==> src/rtl/cpu_pkg.sv <==
// cpu_pkg: shared instruction-field constants and sizing helpers for the loader
package cpu_pkg;
  localparam int OPCODE_W = 4;
  localparam int OPCODE_LSB = 0;
  function automatic int clog2_min1(input int n);
    return (n > 1) ? $clog2(n) : 1;
  endfunction
  function automatic int beats_of(input int instr_w, input int din_w);
    return instr_w / din_w;
  endfunction
endpackage

==> src/rtl/sync_fifo.sv <==
// sync_fifo: power-of-two circular FIFO with flush; push while full is accepted only alongside a pop
module sync_fifo
  import cpu_pkg::*;
#(
  parameter int WIDTH = 16,
  parameter int DEPTH = 4,
  localparam int AW = clog2_min1(DEPTH),
  localparam int CW = $clog2(DEPTH) + 1
) (
  input  logic             clk,
  input  logic             rst_n,
  input  logic             flush,
  input  logic             push,
  input  logic             pop,
  input  logic [WIDTH-1:0] wdata,
  output logic [WIDTH-1:0] rdata,
  output logic [CW-1:0]    count,
  output logic             full,
  output logic             empty
);
  logic [WIDTH-1:0] mem [DEPTH];
  logic [AW-1:0] wptr, rptr;
  logic wr, rd;
  assign full = count == CW'(DEPTH);
  assign empty = count == '0;
  assign rd = pop & ~empty;
  assign wr = push & (~full | rd);
  assign rdata = empty ? '0 : mem[rptr];
  // pointers and occupancy; flush empties the queue without touching storage
  always_ff @(posedge clk) begin
    if (!rst_n || flush) begin
      wptr <= '0;
      rptr <= '0;
      count <= '0;
    end else begin
      wptr <= wptr + AW'(wr);
      rptr <= rptr + AW'(rd);
      count <= count + CW'(wr) - CW'(rd);
    end
  end
  // storage write
  always_ff @(posedge clk) begin
    if (wr) mem[wptr] <= wdata;
  end
endmodule

==> src/rtl/instr_loader.sv <==
// instr_loader: button-stepped switch sampler building instruction words into a FIFO; optional debounce via INSTR_LOADER_DEBOUNCE_EN
module instr_loader
  import cpu_pkg::*;
#(
  parameter int DIN_W = 8,
  parameter int INSTR_W = 16,
  parameter int FIFO_DEPTH = 4,
  parameter int DEBOUNCE_CYCLES = 16,
  localparam int BEATS = beats_of(INSTR_W, DIN_W),
  localparam int BW = clog2_min1(BEATS),
  localparam int CW = $clog2(FIFO_DEPTH) + 1
) (
  input  logic               clk,
  input  logic               rst_n,
  input  logic [DIN_W-1:0]   din,
  input  logic               btn_level,
  input  logic               clear,
  output logic [INSTR_W-1:0] instr_data,
  output logic               instr_valid,
  input  logic               instr_ready,
  output logic               btn_edge,
  output logic [BW-1:0]      beat_idx,
  output logic [CW-1:0]      fifo_count,
  output logic               overflow
);
  logic sync0, sync1, btn_prev, deb_level, live, armed;
  logic [INSTR_W-1:0] asm_q, word;
  logic last, push, pop, full, empty;
`ifdef INSTR_LOADER_DEBOUNCE_EN
  localparam int DW = $clog2(DEBOUNCE_CYCLES + 1);
  logic [DW-1:0] db_cnt;
  logic db_level;
  // accept a level change only after it has persisted DEBOUNCE_CYCLES cycles
  always_ff @(posedge clk) begin
    if (!rst_n) begin
      db_cnt <= '0;
      db_level <= 1'b0;
    end else if (sync1 != db_level) begin
      db_cnt <= (db_cnt == DW'(DEBOUNCE_CYCLES - 1)) ? '0 : db_cnt + 1'b1;
      if (db_cnt == DW'(DEBOUNCE_CYCLES - 1)) db_level <= sync1;
    end else begin
      db_cnt <= '0;
    end
  end
  assign deb_level = db_level;
`else
  assign deb_level = sync1;
`endif
  // a button held through reset must be released before it can count as a press
  assign btn_edge = deb_level & ~btn_prev & armed;
  assign last = beat_idx == BW'(BEATS - 1);
  assign push = btn_edge & last & ~clear;
  assign pop = instr_valid & instr_ready & ~clear;
  assign instr_valid = ~empty;
  // current beat merged into the partial word, so the last beat pushes in the same edge
  always_comb begin
    word = asm_q;
    word[beat_idx*DIN_W +: DIN_W] = din;
  end
  // synchroniser, edge history and arming; clear leaves these untouched
  always_ff @(posedge clk) begin
    if (!rst_n) begin
      sync0 <= 1'b0;
      sync1 <= 1'b0;
      btn_prev <= 1'b0;
      live <= 1'b0;
      armed <= 1'b0;
    end else begin
      sync0 <= btn_level;
      sync1 <= sync0;
      btn_prev <= deb_level;
      live <= 1'b1;
      armed <= armed | (live & ~sync0 & ~sync1 & ~deb_level);
    end
  end
  // beat assembly and sticky drop flag
  always_ff @(posedge clk) begin
    if (!rst_n || clear) begin
      beat_idx <= '0;
      asm_q <= '0;
      overflow <= 1'b0;
    end else begin
      if (btn_edge) begin
        beat_idx <= last ? '0 : beat_idx + 1'b1;
        asm_q <= last ? '0 : word;
      end
      if (push && full && !pop) overflow <= 1'b1;
    end
  end
  sync_fifo #(.WIDTH(INSTR_W), .DEPTH(FIFO_DEPTH)) u_fifo (
    .clk(clk),
    .rst_n(rst_n),
    .flush(clear),
    .push(push),
    .pop(pop),
    .wdata(word),
    .rdata(instr_data),
    .count(fifo_count),
    .full(full),
    .empty(empty)
  );
endmodule

==> config.mk <==
export PLATFORM = sky130hd
export DESIGN_NAME = instr_loader
export DESIGN_NICKNAME = d
export VERILOG_FILES = /design/src/rtl/cpu_pkg.sv /design/src/rtl/sync_fifo.sv /design/src/rtl/instr_loader.sv
export SDC_FILE = /design/constraint.sdc
export NUM_CORES = 1
export LEC_CHECK = 0
export ABC_AREA = 1
export CAP_MARGIN = 20
export CORE_ASPECT_RATIO = 0.5
export CORE_UTILIZATION = 50
export CTS_CLUSTER_SIZE = 28
export DETAILED_ROUTE_END_ITERATION = 7
export GPL_TIMING_DRIVEN = 0
export PLACE_DENSITY = 0.77
export SETUP_SLACK_MARGIN = 0.5
export SLEW_MARGIN = 20
export SYNTH_ARGS = -nofsm -noshare
export SYNTH_HDL_FRONTEND = slang
export SYNTH_SLANG_ARGS = --single-unit
==> constraint.sdc <==
create_clock -name clk -period 3.65 [get_ports clk]
set_input_delay 1.095 -clock clk [delete_from_list [all_inputs] [get_ports clk]]
set_output_delay 1.095 -clock clk [all_outputs]
set_load 0.01 [all_outputs]
Word level (Yosys, flattened, before mapping):

Memories as Yosys holds them, arrays and structs flattened. A register that Yosys moved wholly into a read port is not among the register bits.
Index checks and enable logic that the tools add are counted.

* RAM bits: 64
* memories kept: 1
* bits in registers: 30
* output and inout port bits: 23

Memories
* u_fifo.mem: depth 4, width 16, read ports 1, clocked after Yosys merged registers in 1, write ports 1, RTL line sync_fifo.sv:21 `logic [WIDTH-1:0] mem [DEPTH];`

* shift-type cells: 2
* bitwise operators: 19
* equal/unequal tests: 1
* add/sub/neg operators: 6
* reductions and logical operators: 6
* mux-type cells: 8

Operators with widths (count)
* 4-bit negation with 34-bit output: 1
* 8-bit by 34-bit variable shift with 16-bit output, first input constant: 1
* 8-bit by 34-bit indexed part select with 16-bit output: 1
* 16-bit two-way mux: 2
* 16-bit bitwise mux: 1
* 1-bit AND: 11
* 1-bit NOT: 6
* 2-bit by 1-bit adder with 2-bit output: 2
* 1-bit two-way mux: 4
* 3-bit by 1-bit adder with 3-bit output: 1
* 3-bit equality test, second input constant: 1
* 3-bit logical NOT: 1
* 3-bit by 1-bit subtractor with 3-bit output: 1
* 1-bit logical AND: 2
* 1-bit logical NOT: 2
* 2-bit two-way mux: 1
* 1-bit OR: 2
* 1-bit adder, second input constant: 1
* 1-bit logical OR: 1

Longest topological paths before layout:

Gate-level depths: netlist of the first run.

* word-level depth: 9
* mapped depth: 11

By module:

From an unflattened synthesis of the first run, not the netlist that was laid out.

* cells, all modules: 434
* area total of the unflattened synthesis: 4120.2 µm²

Modules (own cells, without submodules)
* sync_fifo: cells each 310, instances 1, area an instance 3138.0 µm²
* instr_loader: cells each 124, instances 1, area an instance 982.2 µm²

Worst setup path before layout of the first run:

Ideal clock, no wire load.

* path kind: input -> register
* start point: input instr_ready
* end point: register u_fifo.count[2]
* path slack: 1095 ps
* library setup time: 121 ps
* stages on the path: 11
* path buffers: 0
* data arrival time: 2434 ps
* cells stage by stage: inv_1 > nor2_4 > nand2_1 > nor2_2 > o21bai_1 > ha_1 > inv_1 > fa_1 > xnor2_1 > o21ai_1 > a21oi_1

* longest elaborated chain between the ends: 7

Ends and longest elaborated chain
* start: declaration: RTL line instr_loader.sv:20 `input logic instr_ready,`
* 1-bit AND (*) (2 in series): RTL line instr_loader.sv:53 `assign pop = instr_valid & instr_ready & ~clear;`
* 1-bit AND (*): RTL line sync_fifo.sv:26 `assign rd = pop & ~empty;`
* 1-bit OR: RTL line sync_fifo.sv:27 `assign wr = push & (~full | rd);`
* 1-bit AND: RTL line sync_fifo.sv:27
* 3-bit by 1-bit adder with 3-bit output: RTL line sync_fifo.sv:38 `count <= count + CW'(wr) - CW'(rd);`
* 3-bit by 1-bit subtractor with 3-bit output (*): RTL line sync_fifo.sv:38
* end signal: assignment: RTL line sync_fifo.sv:38
* end: declaration: RTL line sync_fifo.sv:17 `output logic [CW-1:0] count,`

Mark *: on every way between the ends. The rest lies on a longest branch, timed or not.
A chain may end at the register's enable or synchronous reset.

Final worst setup path of the first run:

* start point: register u_fifo.count[1]
* end point: output instr_data[3]

* longest elaborated chain between the ends: 2

Ends and longest elaborated chain
* 3-bit logical NOT: RTL line sync_fifo.sv:25 `assign empty = count == '0;`
* 16-bit two-way mux: RTL line sync_fifo.sv:28 `assign rdata = empty ? '0 : mem[rptr];`
* end: declaration: RTL line instr_loader.sv:18 `output logic [INSTR_W-1:0] instr_data,`

No other way between the ends.

==> run metrics, run 1 <==
Via density 5.06; origin of the worst min-delay path sync0; Compound-Gate Fraction of Synth Area 12.1%; commonest cells after routing, fill and taps aside 86 x nor2_1, 64 x edfxtp_1, 38 x inv_1; cell taking the most area after synthesis edfxtp_1; Yosys warning count 0; clk root buf clkbuf_16; CTS Buf Count 9; status completed; number of synthesized flops with an enable pin 64; clk_lat worst skew 0.35 ns; IO buf count 35; drt first pass iters 5; CORE AREA 7460 sq um; area taken by flip-flops and latches 2520 sq um; full die area 8220 sq um; Hold Buf Count CTS 0; vias in the first global route 2695; Worst Setup End Kind output pin; GRT Total Usage 23.2%; Post-Syn Area 3920 sq um; antenna fix cells 0; CTS H-tree lvls 3; synthesized flop and latch total 94; Yosys top cell area share 49.0%; area added between synthesis and finish 22.3%; row cnt 22; RR Startpoint beat_idx; DR iter-0 viols 274; fmax 0.320 GHz; Synth Instances 368; startpoint types flop; DR WL/cell 15.8 microns; Max-Slew Margin vs Limit 34.9%; die span in y 64.6 microns; setup violators final 0; Max VDD drop 289 uV; ys flop type edfxtp_1; post-layout net count 432; first-pass GRT wire length 13.9 mm; Clock transition at path regs 0.06 ns; Worst Hold Class flop to flop; Overflow after GRT 0; GP Congestion 0.791; fin crit share 85.6%; xor and xnor area share after synthesis 0.447%; crit path launch u_fifo.count[1]; initial antenna violation count 0; Mapped Nets 384; CTS tree done; Seq/Total Area, Yosys 64.3%; Post-Route Skew 0.00448 ns; Routed WL 8.34 mm; Initial Util 52.5%; final antenna-violating net count 0; Tmin final 3.12 ns; largest net degree at the start of global routing 17; hpwl dp 5.48 mm; post-synthesis adder-cell area fraction 1.15%; Worst EP arrival 2.03 ns; max_cap viols 0; final total power 0.00226 W; CP max FO 10; Final Hold Viols 0; # IOs 36; RSZ-0062 raised after global routing yes; most common cell after layout, fill and taps aside nor2_1; synth unique cells 31; residual DRC count 0; PwrDens 471 nW/um^2; Area contributors post-synth edfxtp_1 49%, dfxtp_1 15%, nor2_1 8.6%; fraction of registers with async set/reset 0%; Worst-Margin Slew 0.975 ns; Multi-input gate area 1080 sq um; share of layout cells above drive strength 1 13.8%; clock sink count 94; Max Transition Viols Final 0; Die W 127 microns; Via Count 2676; largest family of logic cells by synthesized area simple AND/OR/NAND/NOR gates; worst setup path category flop to output pin; Fin Setup TNS 0 ns; number of fill cells in the layout 580; WP data required 2.55 ns; Longest Clk Path Bufs 2; Avg Cell Area, Syn 10.7 sq um; simple-gate portion of the synthesized area 13.0%; mux cell area share after synthesis 0.575%; leakage power 1.76 nW
## cell families (layout without fill, tap and decap cells)
family                     after synthesis  in the layout
AOI/OAI and AO/OA                       87             87
xor gates and xnor gates                 2              2
adders and majority gates                3              3
buffers and inverters                   59            112
DFF                                     94             94
muxes                                    2              2
and+or+nand+nor                        121            121
## critical path: stages, from the launching register on
cell and delay, ns:
dfxtp_2 0.37, inv_1 0.08, nand3_4 0.12, inv_1 0.16
buf_6 0.20, a21oi_1 0.17, clkdlybuf4s50_1 0.56
## cells in the mapped netlist (3+ instances only)
cell type   n
a21oi_2     4
nor2_1     90
buf_6       7
a21oi_1    25
o21ai_0    17
buf_2       4
buf_4       3
nand2_1    20
o21bai_1    7
edfxtp_1   64
inv_1      38
dfxtp_1    30
o21ai_1    32
## where the power goes
group / switching [W] / internal [W] / leakage (nW) / total [W]
sequential: 0.00000226 / 0.00113 / 0.881 / 0.00114
clock: 0.000388 / 0.000686 / 0.172 / 0.00107
combinational: 0.0000280 / 0.0000223 / 0.708 / 0.0000503
total: 0.000418 / 0.00184 / 1.76 / 0.00226
## flip-flops by register name, indices dropped and copies added, names as in the netlist
| name | flops |
|---|---|
| deb_level | 1 |
| btn_prev | 1 |
| u_fifo.count | 3 |
| u_fifo.wptr | 2 |
| asm_q | 16 |
| beat_idx | 1 |
| overflow | 1 |
| u_fifo.rptr | 2 |
| sync0 | 1 |
| live | 1 |
| u_fifo.mem | 64 |
| armed | 1 |
## through the flow
stage | utilization [%] | std cells | cell area, sq um | hold WS, ns | setup WS (ns)
2_1_floorplan | - | 368 | 3920 | 0.407 | 1.09
6_report | 64.3 | 529 | 4800 | 0.428 | 0.527
3_3_place_gp | 59.1 | 511 | 4410 | 0.418 | 0.0874
4_1_cts | 64.2 | 529 | 4790 | 0.431 | 0.525
5_1_grt | 64.3 | 529 | 4800 | 0.459 | 0.445
3_5_place_dp | 59.5 | 513 | 4440 | 0.422 | 0.306
## worst paths after layout
path                                          end  slack [ns]  cells past startpoint
worst min register to register          deb_level        0.43                      2
worst max register to register  u_fifo.mem[0][10]        1.59                      5
worst min-delay path                    deb_level        0.43                      2
worst max-delay path                instr_data[3]        0.53                      6
## final cells by class
type | count | share of cell area, %
Sequential cell | 94 | 52.6
Multi-Input combinational cell | 215 | 22.5
Timing Repair Buffer | 37 | 7.91
Clock buffer | 10 | 4.98
Inverter | 43 | 3.47
Buffer | 16 | 3.42
Tap cell | 108 | 2.82
Clock inverter | 6 | 2.27
## metal layers
| layer | global-route usage [%] | vias up | wire, microns |
|---|---|---|---|
| met3 | 5.95 | 12 | 794 |
| met1 | 31.5 | 1241 | 3620 |
| met4 | 8.33 | 0 | 103 |
| met5 | 0 | - | 0 |
| li1 | - | 1326 | - |
| met2 | 36.5 | 97 | 3830 |
## what timing repair did
item                                    4_1_cts  5_1_grt
gates resized for setup                       1        2
endpoints found under the setup margin        4        7
pin swaps                                     0        0
buffers inserted                              0        0
Note: power is estimated with default switching activity, not from simulation.
==> run 2, diff against run 1 <==
Settings changed: CORE_UTILIZATION 50 to 61, GPL_TIMING_DRIVEN 0 to not set, PLACE_DENSITY 0.77 to 0.9.
==> run 2 against run 1 <==
Against the previous run:
- clock-buffer cell count increased by 3
- die area shrank 18%
- via count grew 5.8%
- utilization is 12 points higher
- register-to-register slack got worse by 0.12 ns
- hold slack hardly changed
- global-route usage increased by 5.6 points
- critical path type unchanged
- largest cell class unchanged
- largest power group unchanged
==> run metrics, run 2 (synthesized netlist as in run 1, its figures left out) <==
GRT Total Usage 28.8%; residual DRC count 0; RSZ-0062 raised after global routing yes; hpwl dp 5.15 mm; CP max FO 17; max_cap viols 0; Fin Setup TNS 0 ns; sequential share of power 52.8%; commonest cells after routing, fill and taps aside 90 x nor2_1, 64 x edfxtp_1, 39 x inv_1; startpoint types flop; fin crit share 85.3%; Worst path max stage delay 0.56 ns; area taken by flip-flops and latches 2530 sq um; largest registers u_fifo.mem: 64 flops, asm_q: 16 flops, u_fifo.count: 3 flops; WP data required 2.55 ns; Worst Setup End Kind output pin; CP dominant cell by count nor2_1; Worst EP arrival 2.02 ns; Max Transition Viols Final 0; Worst-Margin Slew 0.746 ns; status completed; Comb pwr share 2.3%; Worst Hold Class flop to flop; most common cell after layout, fill and taps aside nor2_1; Routed WL 9.01 mm; CTS H-tree lvls 3; Multi-input gate area 1070 sq um; row cnt 20; Final Util 76.3%; GP Congestion 0.759; drt first pass iters 5; share of layout cells above drive strength 1 10.7%; Max-Slew Margin vs Limit 49.8%; post-layout net count 423; final antenna-violating net count 0; worst path cell trace buf_12, nor2_1, nor2_1, o21ai_1, a21oi_1, clkdlybuf4s50_1; area added between synthesis and finish 19.3%; Reg with most FFs u_fifo.mem; clock sink count 94; IO buf count 35; fmax 0.321 GHz; Tmin final 3.11 ns; clk root buf clkbuf_16; full die area 6770 sq um; clock share of power 44.9%; CTS tree done; CORE AREA 6130 sq um; leakage power 1.77 nW; Die W 115 microns; worst setup path category flop to output pin; DR iter-0 viols 371; Post-Route Skew 0.00723 ns; largest net degree at the start of global routing 34; die span in y 58.7 microns; Overflow after GRT 0; Initial Util 63.9%; switch share 19.3%; Clock transition at path regs 0.06 ns; Longest Clk Path Bufs 2; first-pass GRT wire length 13.8 mm; clk_lat worst skew 0.34 ns; # IOs 36; initial antenna violation count 0; Max VDD drop 262 uV; PwrDens 460 nW/um^2; Hold Buf Count CTS 0; vias in the first global route 2803; number of flip-flops in the largest register 64; internal power 0.00173 W; antenna fix cells 0; setup violators final 0; Via Count 2830; Switch Pwr 0.000415 W; CTS Buf Count 9; number of fill cells in the layout 354; Crit-path slowest cell clkdlybuf4s50_1; Final Hold Viols 0; Via density 5.66; DR WL/cell 18.0 microns
run 2: changes by cell type in the layout (fill, tap and decap cells not counted), sizes merged:
cell / before / now
clkdlybuf4s50: 34 / 31
bufbuf: 0 / 1
clkinvlp: 0 / 1
dlymetal6s2s: 1 / 4
clkbuf: 11 / 13
inv: 42 / 43
buf: 17 / 8
clkinv: 4 / 2
bufinv: 3 / 0
run 2: layer usage:
metal,track usage (%),vias to the layer above,part of all wire (%)
met5,0,-,0
met4,13.0,0,2.7
met3,7.31,25,11
met2,44.9,177,45
met1,38.8,1328,41
li1,-,1300,-
run 2: cell type report:
type,instances,area share (%)
timing repair buffer,44,10.2
multi-input combinational,215,22.9
sequential,94,54.0
clock buffer,13,6.50
clock inverter,3,0.268
tap,88,2.35
inverter,43,3.75
run 2: worst max-delay path: cells and delay by family, from the launching register on:
kind            cells  cell delay [ns]
buf+inv             2             0.73
flops               1             0.39
simple gates        2             0.23
compound gates      2             0.32
run 2: through the flow:
step	std cells	hold slack (ns)	area, sq um	power, W	setup slack (ns)
2_1_floorplan	368	0.407	3920	0.00118	1.09
3_5_place_dp	482	0.419	4270	0.00121	0.314
5_1_grt	500	0.443	4680	0.00220	0.487
3_3_place_gp	482	0.411	4270	0.00120	0.488
6_report	500	0.428	4680	0.00215	0.538
4_1_cts	500	0.429	4660	0.00214	0.519
run 2: path summary, 6_finish.rpt:
kind / from / endpoint / slack [ns] / cells past startpoint
worst max-delay path: u_fifo.rptr[0] / instr_data[9] / 0.54 / 6
worst min-delay path: sync0 / deb_level / 0.43 / 2
worst max register to register: beat_idx / u_fifo.count[2] / 1.47 / 11
worst min register to register: sync0 / deb_level / 0.43 / 2
run 2: what timing repair did:
action,in CTS,in global routing
setup endpoints to repair,16,14
hold endpoints to repair,0,0
gates resized for setup,6,7
gates cloned,1,0
buffers inserted,1,0
run 2: power by group through the flow:
stage	clock, W	combinational, W	sequential, W
after global routing	0.00101	0.0000533	0.00114
after floorplan	0	0.0000242	0.00116
after CTS	0.000953	0.0000481	0.00114
final	0.000965	0.0000498	0.00114
after detailed placement	0	0.0000473	0.00116
after global placement	0	0.0000446	0.00116
